File: src/rtl/clkdiv_scheduler.sv
// clkdiv_scheduler: run-time sequencer for a bank of NCH clock dividers (channel 0 = master).
// Handles start / arm-on-trigger / burst / stop, shadowed ratio commits on master
// boundaries, and phase-aligned restarts.
// Optional build macro CLKDIV_SCHED_PHASE_EN adds a per-channel phase_off input.
module clkdiv_scheduler #(
   parameter int unsigned NCH     = 4,
   parameter int unsigned CNT_W   = 16,
   parameter int unsigned BURST_W = 16
) (
   input  logic                 clk,
   input  logic                 reset,
   input  logic                 start,
   input  logic                 stop,
   input  logic                 exttrig,
   input  logic                 trig_mode,
   input  logic [NCH*CNT_W-1:0] div_ratio,
   input  logic                 cfg_load,
   input  logic [BURST_W-1:0]   burst_len,
`ifdef CLKDIV_SCHED_PHASE_EN
   input  logic [NCH*CNT_W-1:0] phase_off,
`endif
   output logic                 cfg_ack,
   output logic [NCH-1:0]       pulse_out,
   output logic                 busy,
   output logic [1:0]           state,
   output logic [BURST_W-1:0]   period_cnt
);

   typedef enum logic [1:0] {IDLE = 2'd0, ARMED = 2'd1, RUN = 2'd2, STOP = 2'd3} state_t;

   state_t             state_q, state_d;
   logic               trig_q;
   logic               pending_q, pending_d;
   logic               ack_d;
   logic [BURST_W-1:0] pcnt_d;
   logic [NCH-1:0]     pulse_d;
   logic [CNT_W-1:0]   shadow_q [NCH];
   logic [CNT_W-1:0]   shadow_d [NCH];
   logic [CNT_W-1:0]   active_q [NCH];
   logic [CNT_W-1:0]   active_d [NCH];
   logic [CNT_W-1:0]   cnt_q    [NCH];
   logic [CNT_W-1:0]   cnt_d    [NCH];
   logic [CNT_W-1:0]   dly_q    [NCH];
   logic [CNT_W-1:0]   dly_d    [NCH];
   logic [CNT_W-1:0]   load_val [NCH];
   logic [CNT_W-1:0]   off_val  [NCH];
   logic [NCH-1:0]     tick;
   logic               fall0;
   logic               trig_rise;

   // Per-channel decode: clamped incoming ratio, phase offset, half-period terminal count
   for (genvar g = 0; g < NCH; g++) begin : g_ch
      assign load_val[g] = (div_ratio[g*CNT_W +: CNT_W] == '0) ? CNT_W'(1)
                                                               : div_ratio[g*CNT_W +: CNT_W];
`ifdef CLKDIV_SCHED_PHASE_EN
      assign off_val[g]  = phase_off[g*CNT_W +: CNT_W];
`else
      assign off_val[g]  = '0;
`endif
      assign tick[g]     = (dly_q[g] == '0) && (cnt_q[g] == active_q[g] - CNT_W'(1));
   end

   assign fall0     = tick[0] & pulse_out[0];
   assign trig_rise = exttrig & ~trig_q;
   assign state     = state_q;

   // Next-state, channel counters and config commit
   always_comb begin
      state_d   = state_q;
      pending_d = pending_q;
      ack_d     = 1'b0;
      pcnt_d    = period_cnt;
      pulse_d   = pulse_out;
      shadow_d  = shadow_q;
      active_d  = active_q;
      cnt_d     = cnt_q;
      dly_d     = dly_q;

      case (state_q)
         IDLE: begin
            pulse_d = '0;
            for (int i = 0; i < NCH; i++) begin
               cnt_d[i] = '0;
               dly_d[i] = '0;
            end
            if (start && !stop) begin
               pcnt_d = '0;
               if (trig_mode) begin
                  state_d = ARMED;
               end else begin
                  state_d = RUN;
                  dly_d   = off_val;
               end
            end
         end
         ARMED: begin
            pulse_d = '0;
            for (int i = 0; i < NCH; i++) begin
               cnt_d[i] = '0;
               dly_d[i] = '0;
            end
            if (stop) begin
               state_d = IDLE;
            end else if (trig_rise) begin
               state_d = RUN;
               dly_d   = off_val;
            end
         end
         RUN: begin
            for (int i = 0; i < NCH; i++) begin
               if (dly_q[i] != '0) begin
                  dly_d[i] = dly_q[i] - CNT_W'(1);
               end else if (tick[i]) begin
                  cnt_d[i]   = '0;
                  pulse_d[i] = ~pulse_out[i];
               end else begin
                  cnt_d[i] = cnt_q[i] + CNT_W'(1);
               end
            end
            if (fall0) begin
               if (period_cnt != '1) pcnt_d = period_cnt + BURST_W'(1);
               // Pending ratios take effect here and every channel restarts in phase
               if (pending_q) begin
                  active_d  = shadow_q;
                  pulse_d   = '0;
                  dly_d     = off_val;
                  ack_d     = 1'b1;
                  pending_d = 1'b0;
                  for (int i = 0; i < NCH; i++) cnt_d[i] = '0;
               end
               if ((burst_len != '0) && (pcnt_d >= burst_len)) state_d = STOP;
            end
            if (stop) state_d = STOP;
         end
         STOP: begin
            // High channels finish their half-period; low channels stay frozen
            for (int i = 0; i < NCH; i++) begin
               if (pulse_out[i]) begin
                  if (tick[i]) begin
                     cnt_d[i]   = '0;
                     pulse_d[i] = 1'b0;
                  end else begin
                     cnt_d[i] = cnt_q[i] + CNT_W'(1);
                  end
               end
            end
            if (pulse_out == '0) begin
               state_d = IDLE;
               for (int i = 0; i < NCH; i++) begin
                  cnt_d[i] = '0;
                  dly_d[i] = '0;
               end
            end
         end
         default: state_d = IDLE;
      endcase

      // Outside RUN a load (or a leftover pending load) commits immediately
      if ((state_q != RUN) && (cfg_load || pending_q)) begin
         ack_d     = 1'b1;
         pending_d = 1'b0;
         for (int i = 0; i < NCH; i++) begin
            active_d[i] = cfg_load ? load_val[i] : shadow_q[i];
            cnt_d[i]    = '0;
         end
      end
      if (cfg_load) begin
         shadow_d = load_val;
         if (state_q == RUN) pending_d = 1'b1;
      end
   end

   // State, datapath and registered outputs
   always_ff @(posedge clk) begin
      if (!reset) begin
         state_q    <= IDLE;
         trig_q     <= 1'b0;
         pending_q  <= 1'b0;
         cfg_ack    <= 1'b0;
         busy       <= 1'b0;
         period_cnt <= '0;
         pulse_out  <= '0;
         for (int i = 0; i < NCH; i++) begin
            shadow_q[i] <= CNT_W'(1);
            active_q[i] <= CNT_W'(1);
            cnt_q[i]    <= '0;
            dly_q[i]    <= '0;
         end
      end else begin
         state_q    <= state_d;
         trig_q     <= exttrig;
         pending_q  <= pending_d;
         cfg_ack    <= ack_d;
         busy       <= (state_d != IDLE);
         period_cnt <= pcnt_d;
         pulse_out  <= pulse_d;
         shadow_q   <= shadow_d;
         active_q   <= active_d;
         cnt_q      <= cnt_d;
         dly_q      <= dly_d;
      end
   end

endmodule

File: config.mk
export PLATFORM = sky130hd
export DESIGN_NAME = clkdiv_scheduler
export DESIGN_NICKNAME = d
export VERILOG_FILES = /design/src/rtl/clkdiv_scheduler.sv
export SDC_FILE = /design/constraint.sdc
export NUM_CORES = 1
export LEC_CHECK = 0
export CAP_MARGIN = 20
export CELL_PAD_IN_SITES_DETAIL_PLACEMENT = 0
export CELL_PAD_IN_SITES_GLOBAL_PLACEMENT = 2
export CORE_MARGIN = 4
export CORE_UTILIZATION = 38
export DETAILED_ROUTE_END_ITERATION = 10
export PLACE_DENSITY_LB_ADDON = 0.1
export SYNTH_ARGS = -nofsm -noshare
export SYNTH_HDL_FRONTEND = slang
export SYNTH_SLANG_ARGS = --single-unit
File: constraint.sdc
create_clock -name clk -period 8.4 [get_ports clk]
set_input_delay 0.84 -clock clk [delete_from_list [all_inputs] [get_ports clk]]
set_output_delay 0.84 -clock clk [all_outputs]
set_load 0.005 [all_outputs]
==> summary.txt <==
Synthesized instance count: 2,080
Worst slew pin tran: 1080 ps
F_max: 0.198 GHz
Initial Utilization: 38.5%
CTS Hold Bufs: 0
Yosys reg bits: 282
Setup Buffers After CTS: 0
Crit Path Category: reg -> reg
Die footprint: 45,900 µm²
Ys async rst share: 0%
Vias/cell: 5.70
Count of final setup violators: 0
Worst-case hold slack: 473 ps
Most frequent cells in the layout: dfxtp_1, nor2_1, nand2_1
TNS Setup: 0 ps
Max-slew violations: 0
RSZ-0062 raised after global routing: false
Max Cap Viol: 0
DP HPWL: 35,300 µm
TritonRoute pass-1 iters: 8
WHS Path Cells: 2
Unique masters post-synth: 78
Worst-Skew Late Latency: 540 ps
Via count: 15,316
Finished Cell Area: 18,800 µm²
IO Pins: 111
Synth top area share: 34.9%
DRT antenna net count: 0
Hold Crit Class: reg -> reg
Power Total: 5.85 mW
Die width: 214 µm
Total Routed Length: 50,100 µm
Total GRT Usage: 21.2%
Largest net degree at the start of global routing: 107
Worst Skew: 15.8 ps
Worst-path clk slew: 60 ps
CTS tree: built
Post-layout minimum cycle time: 5040 ps
Power per cell area: 311 nW/µm²
Number of synthesized flops with an enable pin: 0
Antenna violations before repair: 1
Startpoint Class: flop
Ant diodes: 0
Core region area: 41,900 µm²
Global placement routability congestion: 0.833
Port Buffers: 110
Period utilisation layout: 60.0%
Main flop type after synthesis: dfxtp_1
Final #Nets: 2,247
Total clock sinks: 282
Yosys warns: 0
Syn Area/Cell: 7.77 µm²
H-Tree Depth: 2
Flop-to-flop setup slack: 3360 ps
Critical Path Fanout Max: 31
Root buffer cell: clkbuf_16
Total grt overflow: 0
Cell taking the most area after synthesis: dfxtp_1
Rows: 75
Drt drc: 0
Clock Tree Buf Depth: 3
Vias in the first global route: 14,712
CP required: 8860 ps
Relative slew slack: 27.2%
Final hold viol count: 0
Area Overhead vs Synth: 16.4%
Post-synthesis sequential area ratio: 34.9%
Worst reg2reg path depth: 18
Wirelength per Cell: 18.6 µm
DP Area: 17,600 µm²
Layout cells sized above 1: 6.14%
Mapped Area: 16,200 µm²
Syn nets: 2,201
Worst EP arrival: 5510 ps
Outcome: finished clean
LEAKAGE: 6.98 nW
Die height: 214 µm
Peak VDD IR: 0.172 mV
CP endpoint kind: flop
Post-route insts no fill: 2,689
CTS resizes: 0
Most common library cell in the layout ignoring fill and taps: dfxtp_1
First-pass GRT wire length: 81,100 µm
Iteration-0 DRC Markers: 1,018
Synth top area cells: dfxtp_1, nor2_1, nand2_1, mux2i_1, xnor2_1
Placed insts: 2,629
CTS Buf Count: 34
## layer usage
layer	vias up	part of all wire (%)	GRT usage, %	wire length, µm
met5	-	0	0	0
met4	0	1.9	4.93	977
met3	70	3.9	3.07	1980
met1	7315	48	29.6	23900
li1	7657	-	-	-
met2	274	46	34.9	23300
## final timing paths
kind                start            to
max          active_q[48]     cnt_q[51]
min reg2reg  shadow_q[11]  active_q[11]
max reg2reg  active_q[48]     cnt_q[51]
min          shadow_q[11]  active_q[11]
## registers in the layout (all words and copies together) (netlist names)
register    count
active_q       64
cnt_q          64
dly_q          64
shadow_q       64
period_cnt     16
pulse_out       4
state           2
busy            1
cfg_ack         1
pending_q       1
trig_q          1
## cells in the mapped netlist, drive strengths merged, types with 20 or more instances
cell and number:
nor2 278, a31oi 35, a22o 21, nand4 25, or3 46, ha 34
nor4 46, o31ai 26, inv 57, mux2i 66, dfxtp 282, a21oi 106
nand2 248, nor3 83, o21ai 96, and3 31, xnor2 63, or2 20
clkbuf 101, nand3 74, a311oi 48, xor2 42
## cells by family (layout without fill, tap and decap cells)
| group | after synthesis | in the layout | share of synthesized area (%) |
|---|---|---|---|
| xor+xnor | 105 | 105 | 5.69 |
| mux | 73 | 73 | 4.58 |
| flops | 282 | 282 | 34.9 |
| simple gates | 954 | 954 | 29.0 |
| fa+ha+maj | 34 | 34 | 2.63 |
| buf+inv | 175 | 245 | 4.17 |
| compound gates | 457 | 457 | 19.0 |
## stage by stage
step	utilization [%]	worst slack, ps
floorplan	-	4710
detailed placement	42.1	3430
CTS	44.8	3410
global placement	42.1	3540
finish	44.8	3360
global route	44.8	2980
## area by class of cell
| class | count | area (µm²) |
|---|---|---|
| clock buffer | 48 | 1050 |
| tap | 539 | 674 |
| multi-input combinational | 1623 | 9870 |
| sequential | 282 | 5650 |
| timing repair buffer | 127 | 1230 |
| clock inverter | 12 | 113 |
| inverter | 58 | 223 |
| fill | 4236 | 23100 |
## power by group
part	switching [mW]	internal (mW)	leakage (nW)	total [mW]
Clock	0.599	0.929	0.581	1.53
Sequential	0.156	1.48	2.30	1.64
Combinational	1.78	0.911	4.10	2.69
## worst max-delay path, stage by stage (launching register included)
cell and delay, ps:
dfxtp_1 360, inv_1 70, ha_1 480, or3b_2 540
o21a_1 200, o211ai_1 170, nand3b_1 140, and3_1 210
nand4_1 190, inv_1 70, ha_1 260, a21o_1 360
buf_4 330, nor2_1 420, nor2_1 210, nor2_1 530
inv_1 130, o31a_1 130, o21ai_0 130
Note: power is estimated with default switching activity, not from simulation.
==> RTL edit 1, RTL diff (same flow settings) <==
Set the parameter `NCH` to 8 (it was 4).
--- a/src/rtl/clkdiv_scheduler.sv
+++ b/src/rtl/clkdiv_scheduler.sv
@@ -5,3 +5,3 @@
 module clkdiv_scheduler #(
-   parameter int unsigned NCH     = 4,
+   parameter int unsigned NCH     = 8,
    parameter int unsigned CNT_W   = 16,
Ports: changed (resized div_ratio and pulse_out); port bits go from 111 to 179. The function was not compared with the original's and may differ.
==> RTL edit 1 against the unedited design <==
Count of clock-buffer cells in the layout up 52; area after synthesis up 88%; die area up 84%; power up 25%; worst setup slack worse by 0.72 ns; sequential cell count up 260; cell area up 87%; wire length up 91%.
==> RTL edit 1: results (changes against the unedited design) <==
The weighted congestion at the end of routability-driven global placement is 0.8509 (+2.1%). The worst-case reg-to-reg path depth is 17 (-1). The post-synth net total is 3974 (+81%).

The source-to-sink clock delay at the later pin of the worst-skew pair is 0.61 ns (+0.07 ns). The arrival time of data at the critical path endpoint came out at 6.30 ns (+0.79 ns). The main flop type after synthesis is sky130_fd_sc_hd__dfxtp_1. The fraction of final layout cells sized beyond drive strength 1 is 0.05620 (-0.005195). The non-filler instance count after layout was 4931 (+83%).

The internal power consumption is 5.067 mW (+53%). Among cell families on the critical path, the largest total delay comes from simple AND/OR/NAND/NOR gates. The largest incremental delay on the critical path is 0.70 ns (+0.16 ns). The number of buffers created by CTS is 67 (+97%). The run finished with clean final reports.

The number of distinct library cell variants in the gate-level netlist after synthesis is 100 (+28%). The total leakage power came out at 13.10 nW (+88%). The count of placed standard cells including taps came out at 4808 (+83%).

The number of DRC violations after detailed-routing iteration 0 came out at 1704 (+67%). The total combinational power came out at 1.53 mW (-43%). The overall track demand over capacity in global routing is 0.2178 (+0.005660). The via count of the routed design came out at 28306 (+85%).

CTS placed an instance of sky130_fd_sc_hd__clkbuf_16 at the clock tree root. Ranked by instance count, the synthesized netlist is headed by sky130_fd_sc_hd__dfxtp_1 (542), sky130_fd_sc_hd__nor2_1 (522), sky130_fd_sc_hd__nand2_1 (294). The synthesized instance count came out at 3773 (+81%). The fraction of registers with async set or reset after synthesis was 0 (unchanged). The initial antenna violation count is 3 (+2). The port buffer count is 178 (+62%). The part of the Yosys area used for sequential elements is 0.3575 (+0.008087). On the critical path, the stage with the largest delay is an instance of sky130_fd_sc_hd__buf_4. The shortest clock period the worst path allows after layout came out at 5.760 ns (+0.7165 ns). The number of detailed-routing iterations run before antenna repair came out at 5 (-3). The clock-pin slew of the registers on the worst-case setup and hold paths is 0.06 ns (about the same). The largest net degree at the start of global routing came out at 100 (-6.5%). The terminating pin of the worst hold path is dly_q[30].

The worst hold path stage count is 2 (unchanged). Yosys attributes the largest share of cell area to sky130_fd_sc_hd__dfxtp_1 (36%), sky130_fd_sc_hd__mux2i_1 (7.4%), sky130_fd_sc_hd__nor2_1 (6.5%), sky130_fd_sc_hd__nand2_1 (3.6%), sky130_fd_sc_hd__xnor2_1 (3.5%). The portion of total power attributed to the clock network came out at 0.405 (+0.144). The worst register-to-register path ends at cnt_q[119]. The relative slew slack is 0.2096 (-0.06291). The H-tree depth reported by CTS is 3 (+1). The worst hold path startpoint is dly_q[30]. The register-to-register setup slack is 2.64 ns (-0.72 ns). The post-place setup slack came out at 2.747 ns (-0.6845 ns).

The number of buffers on the longest clock path came out at 3 (unchanged). The final HPWL from detailed placement is 67.98 mm (+93%). The global-route wire length before repair came out at 152.5 mm (+88%).

The count of fill cells added during filler insertion was 7874 (+86%). The most critical setup path has its startpoint at active_q[112]. The highest net fanout along the worst path is 67 (+120%). The largest vdd supply drop came to 0.0001542 V (-10%). The routed wire length per instance came out at 19.45 µm (+4.4%). The via count of the first global-routing pass came out at 27315 (+86%). The worst setup skew after layout is 0.02754 ns (+0.01169 ns). The number of buffers inserted by post-CTS setup repair came out at 0 (unchanged).
RTL edit 1: cell count changes after synthesis, moves of 66 or more:
cell,change
sky130_fd_sc_hd__o21ai_0,+94
sky130_fd_sc_hd__a21oi_1,+66
sky130_fd_sc_hd__clkbuf_1,+88
sky130_fd_sc_hd__nor3_1,+72
sky130_fd_sc_hd__mux2i_1,+158
sky130_fd_sc_hd__dfxtp_1,+260
sky130_fd_sc_hd__a211oi_1,+90
sky130_fd_sc_hd__nor2_1,+245
RTL edit 1: layer usage:
metal	vias to the layer above	track usage	routed length (µm)
li1	13962	-	-
met1	13575	0.3069	46430
met4	0	0.05443	2113
met2	644	0.3515	42660
met3	125	0.03095	4715
met5	-	0	0
RTL edit 1: final cells by class:
| type | count | share of cell area |
|---|---|---|
| well taps | 1050 | 0.03732 |
| inverters | 86 | 0.009383 |
| flip-flops and latches | 542 | 0.3082 |
| multi-input cells | 2919 | 0.5213 |
| clock buffers | 100 | 0.05726 |
| clock inverters | 18 | 0.006468 |
| repair buffers | 214 | 0.05996 |
| diodes | 2 | 0.0001422 |
RTL edit 1: stage by stage:
step	power (mW)	instance area [µm²]	hold WS (ns)
after floorplan	3.917	30350	0.4367
after global placement	4.373	32870	0.4581
after detailed placement	4.407	32890	0.4707
after CTS	7.427	35140	0.4789
after global routing	7.704	35200	0.5051
final	7.340	35210	0.4765
RTL edit 1: cells by family after synthesis:
group,count (synthesis),synth area share
AND/OR/NAND/NOR,1572,0.2572
adder cells (fa/ha/maj),50,0.02061
buffers and inverters,312,0.04044
AO/OA/AOI/OAI,878,0.1935
flip-flops,542,0.3575
multiplexers,232,0.07684
XOR/XNOR,187,0.05396
==> RTL edit 2, RTL diff (same flow settings) <==
Without the edit above. Register the input `div_ratio` before use, without a reset. The logic sees it one clock later. The other inputs are not delayed to match.
--- a/src/rtl/clkdiv_scheduler.sv
+++ b/src/rtl/clkdiv_scheduler.sv
@@ -30,2 +30,8 @@
 
+   logic [NCH*CNT_W-1:0] div_ratio_q;
+
+   always_ff @(posedge clk) begin
+      div_ratio_q <= div_ratio;
+   end
+
    state_t             state_q, state_d;
@@ -52,4 +58,4 @@
    for (genvar g = 0; g < NCH; g++) begin : g_ch
-      assign load_val[g] = (div_ratio[g*CNT_W +: CNT_W] == '0) ? CNT_W'(1)
-                                                               : div_ratio[g*CNT_W +: CNT_W];
+      assign load_val[g] = (div_ratio_q[g*CNT_W +: CNT_W] == '0) ? CNT_W'(1)
+                                                               : div_ratio_q[g*CNT_W +: CNT_W];
 `ifdef CLKDIV_SCHED_PHASE_EN
Function: changed (a bounded check fails within 4 cycles, from zero or initial values and one cycle with reset low).
==> RTL edit 2 against the unedited design <==
Sequential cell count grew 64; power increased by 0.74%; wire length down 2.3%; worst setup slack got worse by 0.20 ns; area after synthesis increased by 6.3%; combinational power decreased by 26%; largest cell class unchanged; hold slack worse by 0.00074 ns; cell area increased by 7.6%; via count decreased by 0.13%.
==> RTL edit 2: results (changes against the unedited design) <==
The overall track demand over capacity in global routing was 0.2004 (-0.01174). The detailed route wirelength on metal3 came out at 1.987 mm (+0.61%). The worst hold path startpoint is dly_q[48].

The final HPWL from detailed placement is 34.18 mm (-3.1%). The number of detailed-routing iterations run before antenna repair came out at 5 (-3). The global-route wire length before repair was 79.72 mm (-1.7%). The shortest clock period the worst path allows after layout was 5.241 ns (+0.1977 ns). The source-to-sink clock delay at the later pin of the worst-skew pair came to 0.56 ns (+0.02 ns). The inverter count of the layout excluding clock inverters is 50 (-14%).

The area of the multi-input gates came out at 9647 µm² (-2.3%). The routing usage on met3 is 0.02774 (-0.003010). The average footprint of a synthesized cell came out at 8.244 µm² (+6.1%).

The count of placed standard cells including taps came out at 2688 (+2.2%). The XOR/XNOR share of the synthesized area came to 0.05047 (-0.006445). The pin slew with the least headroom to its limit came to 1.033 ns (-0.05093 ns).

The number of DRC violations after detailed-routing iteration 0 was 848 (-17%). The post-synth net total is 2205 (+0.18%). The fraction of final layout cells sized beyond drive strength 1 came to 0.06262 (+0.001220).

The count of fill cells added during filler insertion came out at 4442 (+4.9%). The capture point of the worst path is active_q[53]. The global routing usage on met1 came out at 0.3035 (+0.007771).

The number of clock buffer instances in the layout is 53 (+10%). For hold timing, the worst endpoint is dly_q[48]. The part of the Yosys area used for sequential elements is 0.4032 (+0.05379). The largest net degree at the start of global routing was 101 (-5.6%). The buffering overhead was 0.05996 (-0.005636).

The number of buffers created by CTS was 41 (+21%). The cell at the slowest stage of the critical path is sky130_fd_sc_hd__buf_4. The largest incremental delay on the critical path came out at 0.71 ns (+0.17 ns). The area of all sequential standard cells came out at 6927 µm² (+23%). The worst-case reg-to-reg path depth is 16 (-2).

The worst hold margin came to 0.4725 ns (-0.0007400 ns). The compound-gate portion of the synthesized area came out at 0.1846 (-0.004943). The post-place setup slack was 3.246 ns (-0.1856 ns). The run finished with clean final reports. The post-synthesis mux area share is 0.04224 (-0.003524).

The initial antenna violation count came out at 0 (-1). The fraction of area in clock buffers and inverters came out at 0.07516 (+0.01350). The total leakage power is 7.733 nW (+11%). The worst setup skew after layout is 0.01475 ns (-0.001094 ns).

The commonest cells after synthesis are sky130_fd_sc_hd__dfxtp_1 (346), sky130_fd_sc_hd__nor2_1 (274), sky130_fd_sc_hd__nand2_1 (241). The final-stage net count came out at 2260 (+0.58%). The weighted congestion at the end of routability-driven global placement is 0.8719 (+4.6%).
## RTL edit 2: metrics by stage
step                instance area (µm²)  power [mW]
detailed placement                18720       3.949
global route                      20240       6.298
global placement                  18720       3.931
floorplan                         17180       3.414
finish                            20240       5.897
CTS                               20240       5.957
## RTL edit 2: cells by family (layout without fill, tap and decap cells)
group / after synthesis / in the layout
muxes: 72 / 72
buffers and inverters: 164 / 252
AOI/OAI and AO/OA: 466 / 466
xor gates and xnor gates: 99 / 99
DFF: 346 / 346
and+or+nand+nor: 903 / 903
adders and majority gates: 34 / 34
## RTL edit 2: report_power, final
group / internal (mW) / switching, mW / total (mW)
Clock: 1.25 / 0.733 / 1.98
Combinational: 0.721 / 1.27 / 1.99
Sequential: 1.78 / 0.152 / 1.93
## RTL edit 2: worst reg2reg max path, cell delays in order, from the launching register on
cell	delay [ns]
sky130_fd_sc_hd__dfxtp_1	0.36
sky130_fd_sc_hd__inv_1	0.07
sky130_fd_sc_hd__ha_1	0.23
sky130_fd_sc_hd__or4b_1	0.55
sky130_fd_sc_hd__nor3_1	0.32
sky130_fd_sc_hd__mux2_2	0.37
sky130_fd_sc_hd__o21ai_0	0.14
sky130_fd_sc_hd__nand4_1	0.25
sky130_fd_sc_hd__or2_2	0.40
sky130_fd_sc_hd__inv_1	0.06
sky130_fd_sc_hd__ha_1	0.32
sky130_fd_sc_hd__a21oi_4	0.08
sky130_fd_sc_hd__buf_4	0.33
sky130_fd_sc_hd__nor2_4	0.17
sky130_fd_sc_hd__buf_4	0.71
sky130_fd_sc_hd__nor2_1	0.24
sky130_fd_sc_hd__a311oi_1	0.50
